==> src/rtl/zombie_lane_ctrl.sv <==
// Per-lane zombie: spawn, timed walk toward the house, hit-point countdown, death hold, game-over latch.
// Outputs are registered and settle one clk after the triggering input; there is no backpressure, and pause freezes the timers.
module zombie_lane_ctrl #(
  parameter int unsigned MOVE_DIV = 1000000,
  parameter int unsigned STEP     = 1,
  parameter int unsigned MAX_POS  = 520,
  parameter int unsigned HP       = 3,
  parameter int unsigned DIE_CYC  = 25000000
) (
  input  logic        clk,
  input  logic        rst,
  input  logic        spawn,
  input  logic        hit,
  input  logic        pause,
  output logic [10:0] gpos,
  output logic        gstart,
  output logic        killed,
  output logic        reached,
  output logic [3:0]  hp_left
);

  typedef enum logic [1:0] {S_IDLE, S_WALK, S_DYING, S_REACHED} state_t;

  localparam logic [23:0] DIV_LAST = 24'(MOVE_DIV - 1);
  localparam logic [24:0] DIE_LAST = 25'(DIE_CYC - 1);
  localparam logic [11:0] POS_LIM  = 12'(MAX_POS);
  localparam logic [11:0] STEP_W   = 12'(STEP);
  localparam logic [10:0] POS_MAX  = 11'(MAX_POS);
  localparam logic [3:0]  HP_INIT  = 4'(HP);

  state_t      state, state_nxt;
  logic [23:0] div, div_nxt;
  logic [24:0] die_cnt, die_cnt_nxt;
  logic [10:0] gpos_nxt, pos_stepped;
  logic [11:0] pos_sum;
  logic [3:0]  hp_nxt;
  logic        killed_nxt, reached_nxt;
  logic        tick, kill;

  // 12-bit add so the saturation compare cannot be fooled by a wrap
  assign pos_sum     = {1'b0, gpos} + STEP_W;
  assign pos_stepped = (pos_sum >= POS_LIM) ? POS_MAX : pos_sum[10:0];
  assign tick        = (state == S_WALK) && !pause && (div == DIV_LAST);
  assign kill        = (state == S_WALK) && hit && (hp_left == 4'd1);

  always_ff @(posedge clk) begin
    if (rst) begin
      state   <= S_IDLE;
      div     <= '0;
      die_cnt <= '0;
      gpos    <= '0;
      hp_left <= '0;
      killed  <= 1'b0;
      reached <= 1'b0;
    end else begin
      state   <= state_nxt;
      div     <= div_nxt;
      die_cnt <= die_cnt_nxt;
      gpos    <= gpos_nxt;
      hp_left <= hp_nxt;
      killed  <= killed_nxt;
      reached <= reached_nxt;
    end
  end

  always_comb begin
    state_nxt   = state;
    div_nxt     = div;
    die_cnt_nxt = die_cnt;
    gpos_nxt    = gpos;
    hp_nxt      = hp_left;
    killed_nxt  = 1'b0;
    reached_nxt = reached;
    case (state)
      S_IDLE: begin
        gpos_nxt = '0;
        if (spawn) begin
          state_nxt = S_WALK;
          hp_nxt    = HP_INIT;
          div_nxt   = '0;
        end
      end
      S_WALK: begin
        if (!pause) div_nxt = tick ? '0 : div + 24'd1;
        if (tick) gpos_nxt = pos_stepped;
        if (hit && hp_left != 4'd0) hp_nxt = hp_left - 4'd1;
        // a kill on the same edge as the final step still counts as a kill
        if (kill) begin
          killed_nxt  = 1'b1;
          die_cnt_nxt = '0;
          state_nxt   = S_DYING;
        end else if (gpos_nxt == POS_MAX) begin
          reached_nxt = 1'b1;
          state_nxt   = S_REACHED;
        end
      end
      S_DYING: begin
        if (!pause) begin
          if (die_cnt == DIE_LAST) begin
            die_cnt_nxt = '0;
            gpos_nxt    = '0;
            state_nxt   = S_IDLE;
          end else begin
            die_cnt_nxt = die_cnt + 25'd1;
          end
        end
      end
      S_REACHED: begin
        gpos_nxt    = POS_MAX;
        reached_nxt = 1'b1;
      end
      default: state_nxt = S_IDLE;
    endcase
  end

  always_comb begin
    gstart = (state != S_IDLE);
  end

endmodule

==> config.mk <==
export PLATFORM = sky130hd
export DESIGN_NAME = zombie_lane_ctrl
export DESIGN_NICKNAME = d
export VERILOG_FILES = /design/src/rtl/zombie_lane_ctrl.sv
export SDC_FILE = /design/constraint.sdc
export NUM_CORES = 1
export LEC_CHECK = 0
export ABC_AREA = 1
export CAP_MARGIN = 0
export CORE_MARGIN = 4
export CORE_UTILIZATION = 55
export DETAILED_ROUTE_END_ITERATION = 16
export GPL_ROUTABILITY_DRIVEN = 0
export PLACE_DENSITY = 0.71
export SLEW_MARGIN = 40
export SYNTH_ARGS = -nofsm -noshare
export SYNTH_HDL_FRONTEND = slang
export SYNTH_SLANG_ARGS = --single-unit
==> constraint.sdc <==
create_clock -name clk -period 3.3 [get_ports clk]
set_input_delay 0.66 -clock clk [delete_from_list [all_inputs] [get_ports clk]]
set_output_delay 0.66 -clock clk [all_outputs]
set_load 0.01 [all_outputs]
==> metrics.md <==
| Metric | Value |
|---|---|
| Outcome | completed |
| Int Pwr | 1480 µW |
| Hold Slack | between 400 and 500 ps |
| Worst path arrival time | 2980 ps |
| Number of flops mapped to enable cells by yosys | 0 |
| First-pass GRT wire length | 16.9 mm |
| Setup-failing EPs final | 0 |
| Initial antenna violation count | 0 |
| Cell area after layout | 0.00479 mm² |
| Sequential area share after synthesis | 0.320 |
| TritonCTS clock tree | yes |
| P_leak | 0.00195 µW |
| Worst Reg-to-Reg Cells | 17 |
| Critical path class | reg -> reg |
| Ys flop type | dfxtp_1 |
| DR pass1 iterations | 4 |
| CTS buffer count | 9 |
| Max VDD drop | 0.256 mV |
| Initial Utilization | 0.577 |
| H-tree depth | 3 |
| RSZ-0062 raised after global routing | false |
| N_diodes | 0 |
| Via count | between 4000 and 5000 |
| R2R Path Start | state[1]$_SDFFE_PP0P_ |
| Critical path launch point type | flop |
| CTS clk-pin slew, worst paths | 80 ps |
| Post-CTS sizing | 0 |
| Layout cells sized above 1 | 0.125 |
| Fmax | 0.366 GHz |
| Skew-Pair Late Insertion Delay | about 340 ps |
| Avg Cell Area, Syn | 6.63 µm² |
| I/O Buffers | 22 |
| Worst Hold Endpoint | die_cnt[19]$_SDFFE_PP0P_ |
| FF-to-FF setup slack | 570 ps |
| Setup Buffers After CTS | 0 |
| PnR worst setup slack | 569 ps |
| Hold Fails Final Rpt | 0 |
| DRT iter0 DRCs | 200 |
| Pin count of the biggest net entering global routing | 21 |
| Period utilization | 0.828 |
| Share of power burned in registers | 0.395 |
| Sw Ratio | 0.362 |
| Remaining antenna violation count | 0 |
| DP HPWL | 7.49 mm |
| Die area | 0.00921 mm² |
| Hold Crit Class | reg -> reg |
| Core area | 0.00737 mm² |
| Library cells used by synthesis | 47 |
| Area delta synth->final | 12.6% |
| Hold Startpoint | die_cnt[19]$_SDFFE_PP0P_ |
| Worst Tran Pin Value | 748 ps |
| Synth warn | 0 |
| Worst relative slew slack | 0.497 |
| Max Cap Viol | 0 |
| Place WS | roughly 460 ps |
| Nets@finish | 684 |
| Cell Rows | 31 |
| Post-Route WL | 10.0 mm |
| Die Ht | about 96 µm |
| Root buffer cell | clkbuf_8 |
| Num ports | 23 |
| Switch Pwr | 841 µW |
| Longest Clk Path Bufs | 2 |
| Placed cell areas | 0.00458 mm² |
| Die X | 96.0 µm |
| Synthesized cell area | around 0.0043 mm² |
| Total Routing Usage GR | 0.231 |
| Seq cells post-synth | between 60 and 70 |
| Post-layout min period | between 2000 and 3000 ps |
| Crit path required time | between 3000 and 4000 ps |
| Total power draw | 2320 µW |
| Number of global-route vias before repair | 3773 |
| FFs w/ async S/R, synth | 0 |
| Setup crit end kind | flop |
| Syn_nets | approximately 660 |
| Num Clock Sinks | 68 |
| Comb power frac | 0.295 |
| Setup TNS | 0 ps |
| PD cells | 485 mW/mm² |
| Post-Synthesis Cells | 642 |
| Overflow after GRT | 0 |
| Hold-critical path depth | 2 |
| Routed len/inst | between 10 and 15 µm |
| Final Max Tran Viols | 0 |
| Final routed DRC violation total | 0 |
| Critical path peak fanout | 11 |
| Reg-to-reg endpoint | die_cnt[23]$_SDFFE_PP0P_ |
| CTS Hold Bufs | 0 |
| Clock power share | 0.310 |
| Via density | roughly 5.4 |
| Clock skew | ~9.3 ps |
[cell usage after synthesis, types with 2 or more instances]
cell      instances  area [µm²]
nor3_2            2        20.0
nor2_4            6        67.6
dfxtp_1          68        1360
a31oi_1           6        37.5
nor3b_1           4        30.0
nand2_4           5        56.3
a21oi_1          43         215
buf_2             2        10.0
nand2_1         149         559
nand3_1          42         210
clkbuf_1          7        26.3
ha_1             10         125
o21bai_1          2        15.0
a221oi_1          3        26.3
nor2_1           64         240
a21oi_2           5        43.8
nor2_8            2        40.0
xor2_1            3        26.3
o21ai_1          10        50.1
o211ai_1          2        15.0
nor3_1           25         125
nand4_1          10        62.6
nand2_2          10        62.6
a211oi_1          6        45.0
inv_1            92         345
nor2_2           12        75.1
nor4_1            5        31.3
inv_2             6        22.5
o21ai_0          17        85.1
nand3_2           5        50.1
o21ai_2           3        26.3
[cell type report]
cell class,instances,area (µm²)
fill,685,2580
multi-input combinational,462,2460
inverter,101,383
timing repair buffer,27,258
tap,99,124
clock buffer,10,138
sequential,68,1360
clock inverter,6,71.3
[cells in the final DEF, fill, tap and decap left out, types with 3 or more instances in the layout]
master,synthesis,layout
a211oi_1,6,6
nor4_1,5,5
clkbuf_8,0,10
nor2_2,12,12
ha_1,10,10
nand2_2,10,10
o21ai_2,3,3
inv_2,6,6
clkdlybuf4s50_1,0,22
nand2_4,5,5
dfxtp_1,68,68
nor3b_1,4,4
nand2_1,149,149
a31oi_1,6,6
o21ai_1,10,10
nand3_2,5,5
nor3_1,25,25
nand3_1,42,42
a21oi_2,5,5
nor2_4,6,6
xor2_1,3,3
nand4_1,10,10
a221oi_1,3,3
o21ai_0,17,17
buf_4,0,5
inv_1,92,92
nor2_1,64,64
a21oi_1,43,43
[sequential cells by signal, summed over array words and instances, names as in the netlist]
register and cells:
die_cnt 25, state 2, gpos 11, hp_left 4
reached 1, div 24, killed 1
[logic make-up after synthesis]
group,share of synthesized area
DFF,0.320
buffers and inverters,0.103
and+or+nand+nor,0.394
AOI/OAI and AO/OA,0.146
xor gates and xnor gates,0.00823
adders and majority gates,0.0294
[routing by layer]
metal	wire length (µm)	GRT usage	part of all wire
met2	4760	0.389	0.47
met4	132	0.0758	0.013
met3	390	0.0344	0.039
met1	4750	0.301	0.47
met5	0	0	0
[worst max path at each step]
stage	from	to	slack, ps	depth (start not counted)
floorplan	gpos[0]$_SDFFE_PP0P_	reached$_SDFFE_PP0P_	1190	14
global placement	pause	reached$_SDFFE_PP0P_	510	16
detailed placement	hit	die_cnt[23]$_SDFFE_PP0P_	460	16
CTS	state[1]$_SDFFE_PP0P_	die_cnt[23]$_SDFFE_PP0P_	590	17
global route	state[1]$_SDFFE_PP0P_	die_cnt[23]$_SDFFE_PP0P_	320	17
finish	state[1]$_SDFFE_PP0P_	die_cnt[23]$_SDFFE_PP0P_	570	17
[critical path, stage by stage (launching register included)]
cell     delay [ps]
dfxtp_1         330
inv_1           120
ha_1            530
nand2_1         140
inv_2           110
nand4_4         110
o21ai_4         100
nand2_4         110
nor2_4          130
nand3_2         130
nor2_1          220
nand2_1         100
nor2_1          110
nand2_1          90
nor2_1          140
nand2_1          70
nand2_1          60
nor2_1           40
[power groups by stage]
stage,Sequential [µW],Combinational (µW),Clock [µW]
after floorplan,940,482,0
after global placement,934,669,0
after detailed placement,936,680,0
after CTS,918,684,740
after global routing,926,764,777
final,918,685,721
[through the flow]
stage,cells,util
4_1_cts,773,0.650
3_3_place_gp,757,0.622
3_5_place_dp,757,0.622
2_1_floorplan,642,-
5_1_grt,773,0.650
6_report,773,0.650
Power figures use the tool's default switching activity.
